File: src/rtl/rx_cmd_pkg.sv
// Shared constants and types for the RX command parser: frame opcodes,
// command-op and error-code encodings, and the frame FSM state type.
package rx_cmd_pkg;

    // First byte of each frame selects the command type.
    localparam logic [7:0] OPC_REG_WR  = 8'hAA;
    localparam logic [7:0] OPC_REG_RD  = 8'hBB;
    localparam logic [7:0] OPC_ALU_OPS = 8'hCC;
    localparam logic [7:0] OPC_ALU_NOP = 8'hDD;

    typedef enum logic [1:0] {
        OP_REG_WR  = 2'd0,
        OP_REG_RD  = 2'd1,
        OP_ALU_OPS = 2'd2,
        OP_ALU_NOP = 2'd3
    } cmd_op_t;

    typedef enum logic [1:0] {
        ERR_BYTE     = 2'd0,
        ERR_OPCODE   = 2'd1,
        ERR_TIMEOUT  = 2'd2,
        ERR_OVERRUN  = 2'd3
    } err_code_t;

    typedef enum logic [2:0] {
        ST_IDLE      = 3'd0,
        ST_GET_ADDR  = 3'd1,
        ST_GET_WDATA = 3'd2,
        ST_GET_OPA   = 3'd3,
        ST_GET_OPB   = 3'd4,
        ST_GET_FUN   = 3'd5
    } state_t;

endpackage

File: src/rtl/rx_cmd_timeout.sv
// Inter-byte timeout: saturating idle counter with a synchronous clear.
// o_expired is high for the single cycle whose increment brings the count
// to TIMEOUT_CYC; a clear on that cycle suppresses it. TIMEOUT_CYC=0 disables.
module rx_cmd_timeout #(
    parameter int TMO_W       = 16,
    parameter int TIMEOUT_CYC = 5000
) (
    input  logic CLK,
    input  logic RST,
    input  logic i_clear,
    output logic o_expired
);

    // Limit expressed in counter width; values beyond the counter range
    // are not meaningful and simply truncate.
    localparam logic [TMO_W-1:0] LIM = TMO_W'(TIMEOUT_CYC);

    logic [TMO_W-1:0] r_count;
    logic [TMO_W-1:0] w_count_nxt;

    // Next count: clear wins, otherwise increment and stick at all-ones.
    always_comb begin
        if (i_clear)
            w_count_nxt = '0;
        else if (r_count == '1)
            w_count_nxt = r_count;
        else
            w_count_nxt = r_count + TMO_W'(1);
    end

    // Counter register.
    always_ff @(posedge CLK) begin
        if (RST) r_count <= '0;
        else     r_count <= w_count_nxt;
    end

    assign o_expired = (TIMEOUT_CYC != 0) && !i_clear &&
                       (w_count_nxt == LIM) && (r_count != LIM);

endmodule

File: src/rtl/rx_cmd_parser.sv
// RX command parser: assembles UART byte frames (AA/BB/CC/DD) into one
// decoded command held in an output register behind a valid/ready handshake.
// Optional statistics counters ERR_CNT/CMD_CNT when RX_CMD_STATS_EN is defined.
module rx_cmd_parser
    import rx_cmd_pkg::*;
#(
    parameter int ADDR_W      = 4,
    parameter int FUN_W       = 4,
    parameter int TMO_W       = 16,
    parameter int TIMEOUT_CYC = 5000
) (
    input  logic              CLK,
    input  logic              RST,
    input  logic [7:0]        RX_P_DATA,
    input  logic              RX_D_VLD,
    input  logic              RX_PAR_ERR,
    input  logic              RX_STP_ERR,
    output logic              CMD_VALID,
    input  logic              CMD_READY,
    output logic [1:0]        CMD_OP,
    output logic [ADDR_W-1:0] CMD_ADDR,
    output logic [7:0]        CMD_WDATA,
    output logic [7:0]        CMD_OPA,
    output logic [7:0]        CMD_OPB,
    output logic [FUN_W-1:0]  CMD_FUN,
    output logic              ERR_PULSE,
    output logic [1:0]        ERR_CODE
`ifdef RX_CMD_STATS_EN
    ,
    output logic [7:0]        ERR_CNT,
    output logic [7:0]        CMD_CNT
`endif
);

    // Frame assembly state
    state_t            r_state, w_state_nxt;
    cmd_op_t           r_op, w_op_nxt;
    logic [ADDR_W-1:0] r_addr;
    logic [7:0]        r_opa, r_opb;

    // Output holding register
    logic              r_valid;
    cmd_op_t           r_cmd_op;
    logic [ADDR_W-1:0] r_cmd_addr;
    logic [7:0]        r_cmd_wdata, r_cmd_opa, r_cmd_opb;
    logic [FUN_W-1:0]  r_cmd_fun;
    logic              r_err_pulse;
    err_code_t         r_err_code;

    logic              w_acc, w_byte_err, w_tmo, w_done, w_unk;
    logic              w_pop, w_load, w_ovr, w_err;
    err_code_t         w_err_code;
    logic [ADDR_W-1:0] w_new_addr;
    logic [7:0]        w_new_wdata, w_new_opa, w_new_opb;
    logic [FUN_W-1:0]  w_new_fun;

    assign w_acc      = RX_D_VLD && !RX_PAR_ERR && !RX_STP_ERR;
    assign w_byte_err = RX_D_VLD && (RX_PAR_ERR || RX_STP_ERR);

    rx_cmd_timeout #(
        .TMO_W       (TMO_W),
        .TIMEOUT_CYC (TIMEOUT_CYC)
    ) u_timeout (
        .CLK       (CLK),
        .RST       (RST),
        .i_clear   (RX_D_VLD || (r_state == ST_IDLE)),
        .o_expired (w_tmo)
    );

    // Next state, frame opcode tracking, completion and unknown-opcode detect.
    always_comb begin
        // NOTE: every output gets a default first so no path infers a latch.
        w_state_nxt = r_state;
        w_op_nxt    = r_op;
        w_done      = 1'b0;
        w_unk       = 1'b0;
        if (w_byte_err || w_tmo) begin
            w_state_nxt = ST_IDLE;
        end else if (w_acc) begin
            unique case (r_state)
                ST_IDLE: begin
                    case (RX_P_DATA)
                        OPC_REG_WR:  begin w_state_nxt = ST_GET_ADDR; w_op_nxt = OP_REG_WR;  end
                        OPC_REG_RD:  begin w_state_nxt = ST_GET_ADDR; w_op_nxt = OP_REG_RD;  end
                        OPC_ALU_OPS: begin w_state_nxt = ST_GET_OPA;  w_op_nxt = OP_ALU_OPS; end
                        OPC_ALU_NOP: begin w_state_nxt = ST_GET_FUN;  w_op_nxt = OP_ALU_NOP; end
                        default:     w_unk = 1'b1;
                    endcase
                end
                ST_GET_ADDR: begin
                    if (r_op == OP_REG_WR) begin
                        w_state_nxt = ST_GET_WDATA;
                    end else begin
                        w_state_nxt = ST_IDLE;
                        w_done      = 1'b1;
                    end
                end
                ST_GET_OPA: w_state_nxt = ST_GET_OPB;
                ST_GET_OPB: w_state_nxt = ST_GET_FUN;
                ST_GET_WDATA, ST_GET_FUN: begin
                    w_state_nxt = ST_IDLE;
                    w_done      = 1'b1;
                end
                default: w_state_nxt = ST_IDLE;
            endcase
        end
    end

    // Completed command from captured bytes plus the final byte; unused fields 0.
    always_comb begin
        w_new_addr  = '0;
        w_new_wdata = '0;
        w_new_opa   = '0;
        w_new_opb   = '0;
        w_new_fun   = '0;
        unique case (r_op)
            OP_REG_WR:  begin w_new_addr = r_addr; w_new_wdata = RX_P_DATA; end
            OP_REG_RD:  w_new_addr = RX_P_DATA[ADDR_W-1:0];
            OP_ALU_OPS: begin
                w_new_opa = r_opa;
                w_new_opb = r_opb;
                w_new_fun = RX_P_DATA[FUN_W-1:0];
            end
            default:    w_new_fun = RX_P_DATA[FUN_W-1:0];
        endcase
    end

    // FSM state register and intermediate byte capture.
    always_ff @(posedge CLK) begin
        if (RST) begin
            r_state <= ST_IDLE;
            r_op    <= OP_REG_WR;
            r_addr  <= '0;
            r_opa   <= '0;
            r_opb   <= '0;
        end else begin
            // NOTE: non-blocking so all registers see pre-edge values.
            r_state <= w_state_nxt;
            r_op    <= w_op_nxt;
            if (w_acc) begin
                case (r_state)
                    ST_GET_ADDR: r_addr <= RX_P_DATA[ADDR_W-1:0];
                    ST_GET_OPA:  r_opa  <= RX_P_DATA;
                    ST_GET_OPB:  r_opb  <= RX_P_DATA;
                    default:     ;
                endcase
            end
        end
    end

    assign w_pop  = r_valid && CMD_READY;
    assign w_load = w_done && (!r_valid || CMD_READY);
    assign w_ovr  = w_done && r_valid && !CMD_READY;

    // Single error event per cycle, highest priority first.
    always_comb begin
        w_err      = 1'b1;
        w_err_code = r_err_code;
        if (w_byte_err)  w_err_code = ERR_BYTE;
        else if (w_ovr)  w_err_code = ERR_OVERRUN;
        else if (w_unk)  w_err_code = ERR_OPCODE;
        else if (w_tmo)  w_err_code = ERR_TIMEOUT;
        else             w_err      = 1'b0;
    end

    // Output holding register, valid flag and error strobe/code.
    always_ff @(posedge CLK) begin
        if (RST) begin
            r_valid     <= 1'b0;
            r_cmd_op    <= OP_REG_WR;
            r_cmd_addr  <= '0;
            r_cmd_wdata <= '0;
            r_cmd_opa   <= '0;
            r_cmd_opb   <= '0;
            r_cmd_fun   <= '0;
            r_err_pulse <= 1'b0;
            r_err_code  <= ERR_BYTE;
        end else begin
            if (w_load) begin
                r_valid     <= 1'b1;
                r_cmd_op    <= r_op;
                r_cmd_addr  <= w_new_addr;
                r_cmd_wdata <= w_new_wdata;
                r_cmd_opa   <= w_new_opa;
                r_cmd_opb   <= w_new_opb;
                r_cmd_fun   <= w_new_fun;
            end else if (w_pop) begin
                r_valid <= 1'b0;
            end
            r_err_pulse <= w_err;
            r_err_code  <= w_err_code;
        end
    end

    assign CMD_VALID = r_valid;
    assign CMD_OP    = r_cmd_op;
    assign CMD_ADDR  = r_cmd_addr;
    assign CMD_WDATA = r_cmd_wdata;
    assign CMD_OPA   = r_cmd_opa;
    assign CMD_OPB   = r_cmd_opb;
    assign CMD_FUN   = r_cmd_fun;
    assign ERR_PULSE = r_err_pulse;
    assign ERR_CODE  = r_err_code;

`ifdef RX_CMD_STATS_EN
    logic [7:0] r_err_cnt, r_cmd_cnt;

    // Saturating error and transfer counters.
    always_ff @(posedge CLK) begin
        if (RST) begin
            r_err_cnt <= '0;
            r_cmd_cnt <= '0;
        end else begin
            if (w_err && r_err_cnt != 8'hFF) r_err_cnt <= r_err_cnt + 8'd1;
            if (w_pop && r_cmd_cnt != 8'hFF) r_cmd_cnt <= r_cmd_cnt + 8'd1;
        end
    end

    assign ERR_CNT = r_err_cnt;
    assign CMD_CNT = r_cmd_cnt;
`endif

endmodule

File: config.mk
export PLATFORM = sky130hd
export DESIGN_NAME = rx_cmd_parser
export DESIGN_NICKNAME = d
export VERILOG_FILES = /design/src/rtl/rx_cmd_pkg.sv /design/src/rtl/rx_cmd_timeout.sv /design/src/rtl/rx_cmd_parser.sv
export SDC_FILE = /design/constraint.sdc
export NUM_CORES = 1
export LEC_CHECK = 0
export CAP_MARGIN = 10
export CORE_UTILIZATION = 40
export DETAILED_ROUTE_END_ITERATION = 10
export SYNTH_ARGS = -nofsm -noshare
export SYNTH_HDL_FRONTEND = slang
export SYNTH_HIERARCHICAL = 1
export SYNTH_SLANG_ARGS = --single-unit
File: constraint.sdc
create_clock -name CLK -period 3.4 [get_ports CLK]
set_input_delay 0.85 -clock CLK [delete_from_list [all_inputs] [get_ports CLK]]
set_output_delay 0.85 -clock CLK [all_outputs]
set_load 0.05 [all_outputs]
### After elaboration in Yosys (flattened, before gate mapping)

Index checks and enable logic that the tools add are counted.

* $add $sub $neg: 1
* multipliers: 0
* divide/modulo/power cells: 0
* $lt $le $gt $ge: 0
* eq/ne operators: 15
* shift operators: 0
* multiplexer cells: 28
* bitwise operators: 1
* reductions and logical operators: 34

Operator list (count)
* $eq A8 B8 Y1 const B: 4
* $mux W16: 2
* $mux W8: 3
* $add A16 B1 Y16 const B: 1
* $eq A16 B13 Y1 const B: 1
* $eq A16 B16 Y1 const B: 1
* $ne A16 B13 Y1 const B: 1
* $mux W1: 13
* $pmux W3 S4: 1
* $reduce_or A2 Y1: 5
* $logic_and A1 B1 Y1: 9
* $pmux W3 S3: 1
* $mux W2: 4
* $pmux W2 S4: 1
* $pmux W4 S2: 1
* $reduce_and A2 Y1: 4
* $eq A3 B2 Y1 const B: 2
* $eq A3 B3 Y1 const B: 2
* $logic_not A1 Y1: 5
* $logic_or A1 B1 Y1: 4
* $mux W4: 1
* $ne A4 B2 Y1 const B: 1
* $reduce_and A4 Y1: 1
* $reduce_bool A4 Y1: 1
* other kinds (10): 10

* register bits: 79
* bits in latches: 0
* bits in writable memories: 0
* memory bits (read-only): 0
* logic and storage cells: 94
* memories: 0

### Longest topological paths before layout

* depth after elaboration: 12
* mapped depth: 13

### Cells and area by module

Netlist, hierarchy kept.

By module, submodules not included
* rx_cmd_parser: instances 1, cells each 298, area an instance 2743.9 µm², sequential area each 1261.2 µm²
* rx_cmd_timeout: instances 1, cells each 128, area an instance 1087.3 µm², sequential area each 320.3 µm²

### Worst setup path after synthesis

OpenSTA, ideal clock, no wires.

* kind: input -> register
* start: input RX_D_VLD
* end: register r_cmd_op[0] (netlist: CMD_OP[0])
* data arrival time: 3286 ps
* data required time: 3330 ps
* path slack: 44 ps
* cell stages on the path: 10
* path buffers: 1
* cells stage by stage: or2_2 or3_1 nor4_1 o2111ai_1 nor4_2 nor4b_4 nand2b_1 clkbuf_1 o21ai_0 a21oi_1

* cells in the longest elaborated chain, start to end: 8
* elaborated cells between the ends (all ways): 13
* classes of those cells: eq/ne: 1; mux: 3; reduce/logical: 9

RTL lines
* start: declaration: RTL line rx_cmd_parser.sv:15 `input logic RX_D_VLD,`
* $logic_or A1 B1 Y1 (*): RTL line rx_cmd_parser.sv:66 `.i_clear (RX_D_VLD || (r_state == ST_IDLE)),`
* $mux W16: RTL line rx_cmd_timeout.sv:23 `if (i_clear)`
* $eq A16 B13 Y1: RTL line rx_cmd_timeout.sv:38 `(w_count_nxt == LIM) && (r_count != LIM);`
* $logic_and A1 B1 Y1 (*): RTL line rx_cmd_timeout.sv:37 `assign o_expired = (TIMEOUT_CYC != 0) && !i_clear &&`
* $logic_and A1 B1 Y1 (*): RTL line rx_cmd_timeout.sv:38
* via w_tmo: RTL line rx_cmd_parser.sv:50 `logic w_acc, w_byte_err, w_tmo, w_done, w_unk;`
* $logic_or A1 B1 Y1 (*): RTL line rx_cmd_parser.sv:77 `if (w_byte_err || w_tmo) begin`
* $mux W1 (*): RTL line rx_cmd_parser.sv:77
* $logic_and A1 B1 Y1 (*): RTL line rx_cmd_parser.sv:152 `assign w_load = w_done && (!r_valid || CMD_READY);`
* end signal: assignment: RTL line rx_cmd_parser.sv:181 `r_cmd_op <= r_op;`
* end: declaration: RTL line rx_cmd_parser.sv:43 `cmd_op_t r_cmd_op;`

The timed path passes the listed nets; every way through them passes the cells marked *.
A chain may end at the register's enable or synchronous reset.

### Worst setup path in the final report

* start: input RX_D_VLD
* end: register r_cmd_addr[0] (netlist: CMD_ADDR[0])

* cells in the longest elaborated chain, start to end: 8
* elaborated cells between the ends (all ways): 13
* classes of those cells: eq/ne: 1; mux: 3; reduce/logical: 9

RTL lines
* $logic_or A1 B1 Y1 (*): RTL line rx_cmd_parser.sv:66
* $mux W16: RTL line rx_cmd_timeout.sv:23
* $eq A16 B13 Y1: RTL line rx_cmd_timeout.sv:38
* $logic_and A1 B1 Y1 (*): RTL line rx_cmd_timeout.sv:37
* $logic_and A1 B1 Y1 (*): RTL line rx_cmd_timeout.sv:38
* via w_tmo: RTL line rx_cmd_parser.sv:50
* $logic_or A1 B1 Y1 (*): RTL line rx_cmd_parser.sv:77
* $mux W1 (*): RTL line rx_cmd_parser.sv:77
* $logic_and A1 B1 Y1 (*): RTL line rx_cmd_parser.sv:152
* end signal: assignment: RTL line rx_cmd_parser.sv:182 `r_cmd_addr <= w_new_addr;`
* end: declaration: RTL line rx_cmd_parser.sv:44 `logic [ADDR_W-1:0] r_cmd_addr;`

Marks and branches as above.

==> results.md <==
* Status: finished, final reports clean
* Netlist Area Pre-Place at 3831 µm²
* Adder-Cell Fraction of Synth Area at 0.006532
* TritonRoute pass-1 iters at 4
* Logic pwr share at 0.047
* Reg2Reg Launch Point: u_timeout/r_count[1]$_SDFF_PP0_
* Seq cells post-synth at 79
* Net Sw Frac at 0.2463
* Height of the die at 99.87 µm
* Fin cells at 620
* Die Span X at 99.87 µm
* Synth top area cells: dfxtp_1 (41%), mux2i_1 (12%), nand2b_1 (4.9%), nor2_1 (4.7%), nand4_1 (3.1%)
* P&R area growth vs syn at 24.49%
* Crit path arrival time at 3500 ps
* Internal power at 1.309 mW
* Via/cell ratio at 5.256
* Critical Path RT at 3680 ps
* # Max-Cap Violations at 0
* Final hold slack at 455.4 ps
* HP Class: flop to flop
* RD Place Congestion at 0.8366
* Worst-Margin Slew at 882.5 ps
* CP Capture Type: flop
* Root Buffer: clkbuf_8
* Synth Area in Compound Gates at 0.1071
* Max rail drop VDD at 0.2455 mV
* Max clock buf depth at 2
* Skew final at 17.41 ps
* Clk_lat worst skew at 360 ps
* Fin crit share at 0.9482
* HPWL after DPL at 6.438 mm
* Hold Startpoint: r_opa[7]$_SDFFE_PP0P_
* Core area at 9240 µm²
* Synth unique cells at 58
* CTS buffer count at 9
* Sequential-to-total area share from yosys stat at 0.4128
* CP Max Fanout at 7
* Tmin final at 3224 ps
* Row count at 35
* CTS tree: built
* Hold EP: CMD_OPA[7]$_SDFFE_PP0P_
* CP max stage delay at 470 ps
* Total GRT Usage at 0.1971
* LEAKAGE at 1.615 nW
* Net Switching at 0.4276 mW
* Sinks on Clock Net at 79
* Setup TNS Final at 0 ps
* Cells on worst reg2reg path at 13
* Largest family of logic cells by synthesized area: simple AND/OR/NAND/NOR gates
* Critical path, cell by cell: clkdlybuf4s50_1 -> or2_2 -> o21bai_1 -> a21oi_1 -> o22ai_1 -> nor4_2 -> buf_4 -> nor4b_4 -> nand2b_2 -> buf_4 -> or4_1 -> a21oi_1
* Placed cell areas at 4549 µm²
* Synth top area share at 0.4128
* Avg Cell Area, Syn at 8.993 µm²
* Die ar. at 9973 µm²
* CTS H-tree depth at 3
* Number of flops mapped to enable cells by yosys at 0
* Routed WL per cell at 15.22 µm
* Final ANT Viol Nets at 0
* First-pass GRT wire length at 15.63 mm
* Post-Synthesis Cells at 426
* Slowest cell on the critical path: or4_1
* Cells after DPL at 603
* Total wire length at 9.439 mm
* # setup viols final at 0
* Remaining global-route overflow at 0
* Area leader, netlist: dfxtp_1
* Worst flop-to-flop path endpoint: CMD_ADDR[0]$_SDFFE_PP0P_
* # nets final at 502
* Worst rel slew slack at 0.4071
* Port buffer count at 51
* CP Class: input pin to flop
* Top FF cell, synth: dfxtp_1
* Vias in the first global route at 3,238
* Hold path depth at 2
* Ratio of cells with drive above 1 in the final layout at 0.1446
* Yosys warns at 6
* Fmax at 0.3102 GHz
* Largest net degree at the start of global routing at 36
* I/O Pins at 52
* Flop2flop setup slack at 220 ps
* Pwr/cell area at 364.0 nW/µm²
* Design area at 4770 µm²
* Cts hold-fix bufs at 0
* Fillers at 889
* Starting Density at 0.4146
* Mapped Nets at 442
* Antenna diodes at 0
* Post-Synth XOR/XNOR Area at 0.01829
* CP Launch Type: input pin
* Clk slew on worst S/H paths at 90 ps
* Detailed-route via count at 3,259
* RSZ-0062 raised after global routing: false
* DRC viols at 0
* Final Max Tran Viols at 0
* Drt first-iter violations at 93
* Clk pwr share at 0.420
* Reg power frac at 0.533
* Final hold vios at 0
* Simple-Gate Fraction of Synth Area at 0.2871
* Mux cell area share after synthesis at 0.1228
* Initial antenna violation count at 0
* Async S/R FF share, synth at 0
what timing repair did:
item / CTS / global route
setup endpoints to repair: 0 / 29
setup buffers: 0 / 0
resized for setup: 0 / 3
cells in the final DEF, fill, tap and decap left out, types with 19 or more instances in the layout:
cell	instances
o21ai_0	21
nand2b_1	29
mux2i_1	47
nand2_1	26
nor2_1	48
buf_4	27
clkdlybuf4s50_1	50
a21oi_1	19
nand4_1	19
dfxtp_1	78
metal layers:
| metal | vias to the layer above | track usage | share of wire |
|---|---|---|---|
| li1 | 1636 | - | - |
| met1 | 1554 | 0.2670 | 0.50 |
| met2 | 57 | 0.3125 | 0.45 |
| met3 | 12 | 0.03691 | 0.033 |
| met4 | 0 | 0.07240 | 0.014 |
| met5 | - | 0 | 0 |
synth_stat cells, drive strengths merged, types with 3 or more instances:
| master | instances |
|---|---|
| and3 | 3 |
| nor4 | 6 |
| inv | 6 |
| a31oi | 3 |
| buf | 14 |
| dfxtp | 79 |
| and4 | 3 |
| nand2b | 30 |
| xnor2 | 5 |
| o21ai | 29 |
| nand2 | 26 |
| mux2i | 47 |
| nand3 | 9 |
| or2 | 3 |
| a21oi | 19 |
| nor3b | 3 |
| nor2 | 49 |
| nor3 | 12 |
| nor4b | 3 |
| clkbuf | 16 |
| xor2 | 3 |
| or4 | 5 |
| a211oi | 6 |
| nand4 | 22 |
layout make-up:
class	instances	area, µm²	share of cell area
repair buffers	78	708.2	0.1485
clock inverters	7	80.08	0.01679
well taps	129	161.4	0.03384
multi-input cells	312	2091	0.4384
clock buffers	9	123.9	0.02597
flip-flops and latches	79	1583	0.3318
inverters	6	22.52	0.004722
cells by family after synthesis:
| kind of cell | after synthesis |
|---|---|
| muxes | 47 |
| AOI/OAI and AO/OA | 69 |
| xor gates and xnor gates | 8 |
| adders and majority gates | 2 |
| buffers and inverters | 36 |
| and+or+nand+nor | 185 |
| DFF | 79 |
worst max path at each step:
stage,end,slack (ps),startpoint
final,CMD_ADDR[0]$_SDFFE_PP0P_,180,RX_D_VLD
after global routing,CMD_ADDR[0]$_SDFFE_PP0P_,30,u_timeout/r_count[5]$_SDFF_PP0_
after CTS,CMD_OPB[5]$_SDFFE_PP0P_,90,u_timeout/r_count[2]$_SDFF_PP0_
after detailed placement,CMD_OPA[3]$_SDFFE_PP0P_,-270,RX_D_VLD
after global placement,CMD_WDATA[6]$_SDFFE_PP0P_,-190,RX_D_VLD
after floorplan,CMD_OP[0]$_SDFFE_PP0P_,40,RX_D_VLD
registers in the layout, indices dropped and copies added (netlist names):
signal / count
CMD_ADDR: 4
CMD_FUN: 4
CMD_OP: 2
CMD_OPA: 8
CMD_OPB: 8
CMD_VALID: 1
CMD_WDATA: 8
ERR_CODE: 2
ERR_PULSE: 1
r_addr: 4
r_op: 2
r_opa: 8
r_opb: 8
r_state: 3
u_timeout/r_count: 16
power by group through the flow:
stage / clock (mW) / sequential [mW] / combinational (mW)
after global placement: 0 / 0.948 / 0.0789
after CTS: 0.747 / 0.926 / 0.0801
after floorplan: 0 / 0.951 / 0.0338
after global routing: 0.781 / 0.926 / 0.0863
final: 0.729 / 0.926 / 0.0811
after detailed placement: 0 / 0.948 / 0.0794
metrics by stage:
stage	util	power (mW)	setup WS [ps]
after CTS	0.5144	1.753	87.54
after global placement	0.4923	1.027	-187.7
after detailed placement	0.4923	1.027	-268.1
final	0.5162	1.736	176.1
after global routing	0.5162	1.793	27.44
after floorplan	-	0.9851	43.94
critical path, delay by kind of cell:
kind | cells | cell delay (ps)
compound gates | 4 | 580
buf+inv | 3 | 770
simple gates | 5 | 1310
Power figures use the tool's default switching activity.
